--- src/rtl/result_display.sv ---
// ---------------------------------------------------------------------------
// result_display
//   Accepts one unsigned arithmetic result plus its overflow flag over a
//   valid/ready handshake. An iterative double-dabble engine turns it into
//   three BCD digits, one shift per clock. The digits are then time-multiplexed
//   onto a common 7-segment display with leading-zero blanking. The overflow
//   LED follows the flag of the result currently shown.
//
// Parameters
//   WIDTH        result width, 4..8 (three BCD digits always suffice)
//   REFRESH_DIV  clk cycles each digit stays lit, >= 2
//
// Ports
//   clk        in   clock, rising edge
//   rst_n      in   asynchronous active-low reset
//   res_valid  in   res_data/res_ovf valid
//   res_ready  out  block can accept a result (high only while idle)
//   res_data   in   unsigned result magnitude [WIDTH-1:0]
//   res_ovf    in   overflow flag of the result
//   busy       out  conversion in progress
//   seg_n      out  segments {g,f,e,d,c,b,a}, active-low
//   an_n       out  digit enables, active-low one-hot; [0]=units [2]=hundreds
//   led_ovf    out  overflow LED for the displayed result
// ---------------------------------------------------------------------------
module result_display #(
  parameter int WIDTH       = 8,
  parameter int REFRESH_DIV = 50000
) (
  input  logic             clk,
  input  logic             rst_n,
  input  logic             res_valid,
  output logic             res_ready,
  input  logic [WIDTH-1:0] res_data,
  input  logic             res_ovf,
  output logic             busy,
  output logic [6:0]       seg_n,
  output logic [2:0]       an_n,
  output logic             led_ovf
);

  localparam int CNT_W = $clog2(WIDTH + 1);
  localparam int REF_W = $clog2(REFRESH_DIV);
  localparam int SH_W  = 12 + WIDTH;

  typedef enum logic [1:0] {IDLE, CONV, LOAD} state_t;

  state_t             state, state_nxt;
  logic [SH_W-1:0]    shreg;        // {bcd[11:0], bin[WIDTH-1:0]}
  logic [SH_W-1:0]    shifted;
  logic [11:0]        bcd_adj;
  logic [CNT_W-1:0]   bit_cnt;
  logic               ovf_q;
  logic               accept;

  logic [11:0]        digits_q, digits_nxt;
  logic [REF_W-1:0]   ref_cnt;
  logic               ref_wrap;
  logic [1:0]         idx, idx_nxt;
  logic               led_nxt;
  logic [6:0]         seg_nxt;
  logic [2:0]         an_nxt;

  // -------------------------------------------------------------------------
  // Control FSM
  // -------------------------------------------------------------------------
  // NOTE: state and all other flops use non-blocking assignments so every
  // register samples pre-edge values; blocking here would create order races.
  always_ff @(posedge clk or negedge rst_n) begin
    if (!rst_n) state <= IDLE;
    else        state <= state_nxt;
  end

  // NOTE: every output of this block gets a default first, so no path can
  // leave a variable unassigned and infer a latch.
  always_comb begin
    state_nxt = state;
    res_ready = 1'b0;
    busy      = 1'b0;
    case (state)
      IDLE: begin
        res_ready = 1'b1;
        if (res_valid) state_nxt = CONV;
      end
      CONV: begin
        busy = 1'b1;
        // The edge that performs the last shift also moves us to LOAD.
        if (bit_cnt == CNT_W'(1)) state_nxt = LOAD;
      end
      LOAD: begin
        busy      = 1'b1;
        state_nxt = IDLE;
      end
      default: state_nxt = IDLE;
    endcase
  end

  assign accept = res_valid && res_ready;

  // -------------------------------------------------------------------------
  // Double-dabble engine: correct each BCD nibble, then shift {bcd,bin} left.
  // -------------------------------------------------------------------------
  always_comb begin
    bcd_adj = shreg[SH_W-1 -: 12];
    for (int i = 0; i < 3; i++) begin
      if (bcd_adj[4*i +: 4] >= 4'd5) bcd_adj[4*i +: 4] = bcd_adj[4*i +: 4] + 4'd3;
    end
    shifted = {bcd_adj, shreg[WIDTH-1:0]} << 1;
  end

  always_ff @(posedge clk or negedge rst_n) begin
    if (!rst_n) begin
      shreg   <= '0;
      bit_cnt <= '0;
      ovf_q   <= 1'b0;
    end else if (accept) begin
      shreg   <= {12'd0, res_data};
      bit_cnt <= CNT_W'(WIDTH);
      ovf_q   <= res_ovf;
    end else if (state == CONV) begin
      shreg   <= shifted;
      bit_cnt <= bit_cnt - 1'b1;
    end
  end

  // -------------------------------------------------------------------------
  // Display: digit registers, free-running refresh, registered seg_n/an_n.
  // seg_n and an_n are encoded from the next-cycle index and digits so both
  // change on the same edge as the values they represent.
  // -------------------------------------------------------------------------
  function automatic logic [6:0] seg_encode(input logic [3:0] d);
    case (d)
      4'd0:    return 7'h40;
      4'd1:    return 7'h79;
      4'd2:    return 7'h24;
      4'd3:    return 7'h30;
      4'd4:    return 7'h19;
      4'd5:    return 7'h12;
      4'd6:    return 7'h02;
      4'd7:    return 7'h78;
      4'd8:    return 7'h00;
      4'd9:    return 7'h10;
      default: return 7'h7F;
    endcase
  endfunction

  assign ref_wrap   = (ref_cnt == REF_W'(REFRESH_DIV - 1));
  assign idx_nxt    = ref_wrap ? ((idx == 2'd2) ? 2'd0 : idx + 2'd1) : idx;
  assign digits_nxt = (state == LOAD) ? shreg[SH_W-1 -: 12] : digits_q;
  assign led_nxt    = (state == LOAD) ? ovf_q : led_ovf;

  always_comb begin
    seg_nxt = 7'h7F;
    an_nxt  = 3'b111;
    case (idx_nxt)
      2'd0: begin
        an_nxt  = 3'b110;
        seg_nxt = seg_encode(digits_nxt[3:0]);
      end
      2'd1: begin
        an_nxt = 3'b101;
        if (digits_nxt[11:8] != 4'd0 || digits_nxt[7:4] != 4'd0)
          seg_nxt = seg_encode(digits_nxt[7:4]);
      end
      2'd2: begin
        an_nxt = 3'b011;
        if (digits_nxt[11:8] != 4'd0) seg_nxt = seg_encode(digits_nxt[11:8]);
      end
      default: ;
    endcase
  end

  // NOTE: the digit registers are a handful of flops, so they are reset like
  // any other state; the reset value is what makes the display show "0".
  always_ff @(posedge clk or negedge rst_n) begin
    if (!rst_n) begin
      ref_cnt  <= '0;
      idx      <= 2'd0;
      digits_q <= '0;
      led_ovf  <= 1'b0;
      seg_n    <= 7'h40;
      an_n     <= 3'b110;
    end else begin
      ref_cnt  <= ref_wrap ? '0 : ref_cnt + 1'b1;
      idx      <= idx_nxt;
      digits_q <= digits_nxt;
      led_ovf  <= led_nxt;
      seg_n    <= seg_nxt;
      an_n     <= an_nxt;
    end
  end

endmodule

--- config.mk ---
export PLATFORM = sky130hd
export DESIGN_NAME = result_display
export DESIGN_NICKNAME = d
export VERILOG_FILES = /design/src/rtl/result_display.sv
export SDC_FILE = /design/constraint.sdc
export NUM_CORES = 1
export LEC_CHECK = 0
export BUFFER_PORTS_ARGS = -buffer_cell sky130_fd_sc_hd__clkbuf_2
export CORE_ASPECT_RATIO = 0.6
export CORE_MARGIN = 2
export CORE_UTILIZATION = 45
export DETAILED_ROUTE_END_ITERATION = 10
export PLACE_DENSITY_LB_ADDON = 0.25
export SYNTH_ARGS = -nofsm -noshare
export SYNTH_HDL_FRONTEND = slang
export SYNTH_SLANG_ARGS = --single-unit
--- constraint.sdc ---
create_clock -name clk -period 3.34 [get_ports clk]
set_input_delay 0.501 -clock clk [delete_from_list [all_inputs] [get_ports clk]]
set_output_delay 0.501 -clock clk [all_outputs]
set_load 0.01 [all_outputs]
==> run metrics <==
outcome=completed; vias in the first global route=~2.8k; first drt pass iteration count=4; Routed WL=8130 µm; largest stage delay on the critical path=between 0.4 and 0.5 ns; Tot GR Track Use=18.4%; post-route ant nets=0; Hold Vio Cnt, Final=0; most frequent cells in the layout=dfrtp_1 (65), nor2_1 (33), nand2_1 (28); Post CTS Setup Buffer Count=0; Initial Utilization=between 40% and 50%; crit share post-route=a little under nine tenths; P per Cell Area=approximately 700 mW/mm²; Worst Reg-to-Reg Cells=9; first-pass GRT wire length=between 10,000 and 15,000 µm; DR WL/cell=about 15 µm; Fin Hold WS=approximately 0.35 ns; post-synthesis register bit count=between 60 and 70; Netlist cell types=56; share of post-route cells with drive strength above 1=between 15 and 20%; final setup vio count=0; pin count of the biggest net entering global routing=69; Hold Crit Class=in2async; Final GP Congestion=0.928; Total Neg Setup Slack=0 ns; flip-flop and latch area=roughly 0.0017 mm²; Post-synth ARST share=between 90% and 100%; multiplexer area fraction after synthesis=between 10 and 15%; Max Cap Viol=0; Core ar.=0.00856 mm²; DRC viols=0; clk buf depth=2; Final Slew Violations=0; Worst Path Arrival=approximately 3.1 ns; area occupied by multi-input gates=around 0.0021 mm²; initial antenna violation count=0; Post-Synth XOR/XNOR Area=5.05%; HPWL Detailed=5740 µm; clk slew on worst S/H paths=0.05 ns; via/cell ratio=5.38; required time of the worst setup path=about 3.6 ns; crit-path cells=inv_1, ha_1, mux2_2, inv_1, ha_1, o211ai_1, a221o_1, a21oi_1, a211o_1; Synth Flop Type=dfrtp_1; final instance area=0.00450 mm²; H-tree depth=3; Max VDD drop=between 0.2 and 0.25 mV; post-layout min period=about 2.9 ns; CTS Sinks=a little under 70; Post-Synthesis Cells=roughly 400; sequential area share after synthesis=a little over two fifths; vias after detailed routing=around 3k; largest fanout on the critical path=10; DIE WIDTH=~130 µm; max_slew headroom=41.0%; actual slew at the worst max-slew pin=between 0.8 and 0.9 ns; largest family of logic cells by synthesized area=simple AND/OR/NAND/NOR gates; FP Rows=26; Simple-Gate Fraction of Synth Area=between 15 and 20%; Slowest-stage cell, CP=ha_1; Critical Path Source Type=register; IO Pins=25; Clock Latency Late Sink=between 0.3 and 0.4 ns; 1st-iter DRT viols=between 200 and 250; Hold Buf Count CTS=0; commonest non-fill, non-tap cell in the layout=dfrtp_1; remaining global-route overflow=0; critical path endpoint category=register; CTS Buf Count=9; Adder-Cell Fraction of Synth Area=approximately 7.5%; Die Area=approximately 0.0097 mm²; clock root buffer master=clkbuf_16; Post-DP Area=about 0.0042 mm²; diodes inserted=0; post-synthesis average cell area=a little under 10 µm²; Pleak=around 2.1 nW; number of synthesized flops with an enable pin=0; Setup CP Type=reg2reg; Final #Nets=roughly 470; skew final=approximately 0.0060 ns; Buffers on Ports=24; Max Clk Rate=~350 MHz; synthesized area=around 0.0040 mm²; layout overhead on the synthesized area=12.8%; RSZ-0062 raised after global routing=false; CTS tree=done; syn nets=around 440; Compound-Gate Fraction of Synth Area=12.9%; CTS resizes=0; YS warnings=0; filler instances=between 700 and 800; Vert. Die Dim=a little under 80 µm
registers in the layout, indices dropped and copies added, names as in the netlist, 2 cells and up:
signal and count:
ref_cnt 16, seg_n 7, an_n 3, digits_q 12, bit_cnt 4, idx 2
shreg 20, state 2
metal layers:
metal | up-vias | part of all wire (%) | wire length (µm) | global-route usage (%)
met4 | 0 | 1.2 | 98 | 3.67
met2 | 62 | 40 | 3240 | 24.5
met3 | 9 | 5.9 | 478 | 6.77
li1 | 1462 | - | - | -
met5 | - | 0 | 0 | 0
met1 | 1392 | 53 | 4310 | 28.2
logic make-up after synthesis:
kind of cell	count (synthesis)
xor+xnor	23
buf+inv	42
simple gates	129
flops	68
fa+ha+maj	24
compound gates	81
mux	36
metrics by stage:
step                utilization, %  total power [mW]  setup slack, ns  instances
finish                        52.6              3.22            0.475        544
global route                  52.6              3.47            0.209        544
CTS                           52.6              3.25            0.484        544
detailed placement            49.4              2.35            0.509        530
global placement              49.4              2.32            0.628        530
floorplan                        -              2.02            0.719        403
cell usage after synthesis (2+ instances only):
| cell | n | share of area (%) |
|---|---|---|
| o211ai_1 | 6 | 1.1 |
| nor3_1 | 15 | 1.9 |
| a31oi_1 | 2 | 0.31 |
| nand2_1 | 28 | 2.6 |
| and2_1 | 4 | 0.63 |
| a211oi_1 | 2 | 0.38 |
| dfrtp_1 | 65 | 41 |
| xor2_1 | 7 | 1.5 |
| and3_1 | 5 | 0.78 |
| nor2b_1 | 2 | 0.31 |
| inv_1 | 21 | 2.0 |
| nand2b_1 | 11 | 1.7 |
| a32oi_1 | 2 | 0.44 |
| and4bb_2 | 2 | 0.63 |
| mux2i_1 | 22 | 5.5 |
| a22oi_1 | 7 | 1.3 |
| clkbuf_1 | 8 | 0.75 |
| nor2_1 | 33 | 3.1 |
| o21ai_0 | 22 | 2.8 |
| mux2_2 | 10 | 2.8 |
| nand4_1 | 3 | 0.47 |
| buf_6 | 2 | 0.56 |
| dfstp_2 | 3 | 2.0 |
| a21o_1 | 3 | 0.56 |
| buf_2 | 4 | 0.50 |
| a21oi_1 | 23 | 2.9 |
| mux2i_4 | 3 | 1.7 |
| inv_2 | 4 | 0.38 |
| o31ai_1 | 3 | 0.56 |
| ha_1 | 24 | 7.5 |
| buf_1 | 2 | 0.19 |
| xnor2_1 | 16 | 3.5 |
| nand3_1 | 16 | 2.0 |
worst max-delay path: cells and delay by family, from the launching register on:
kind | cells | cell delay (ns)
AO/OA/AOI/OAI | 4 | 0.97
flip-flops | 1 | 0.37
multiplexers | 1 | 0.45
adder cells (fa/ha/maj) | 2 | 0.78
buffers and inverters | 2 | 0.22
where the power goes:
part | total, mW | internal, mW | switching (mW)
sequential | 1.11 | 0.996 | 0.114
combinational | 1.24 | 0.539 | 0.700
clock | 0.876 | 0.551 | 0.324
total | 3.22 | 2.09 | 1.14
cell type report:
class,instances,area share [%]
clock buffers,12,5.92
clock inverters,2,0.222
inverters,25,2.09
multi-input cells,293,46.7
flip-flops and latches,68,37.9
well taps,112,3.11
repair buffers,32,4.00
worst paths after layout:
path,startpoint,endpoint,slack [ns]
setup / recovery,state[0]$_DFFE_PN0P_,seg_n[1]$_DFF_PN0_,0.48
hold / removal,rst_n,shreg[13]$_DFFE_PN0P_,0.35
setup reg to reg,state[0]$_DFFE_PN0P_,seg_n[1]$_DFF_PN0_,0.48
hold reg to reg,ref_cnt[0]$_DFF_PN0_,ref_cnt[0]$_DFF_PN0_,0.49
max in group asynchronous,rst_n,shreg[14]$_DFFE_PN0P_,2.38
min in group clk,res_data[6],shreg[6]$_DFFE_PN0P_,0.37
Note: power is estimated with default switching activity, not from simulation.
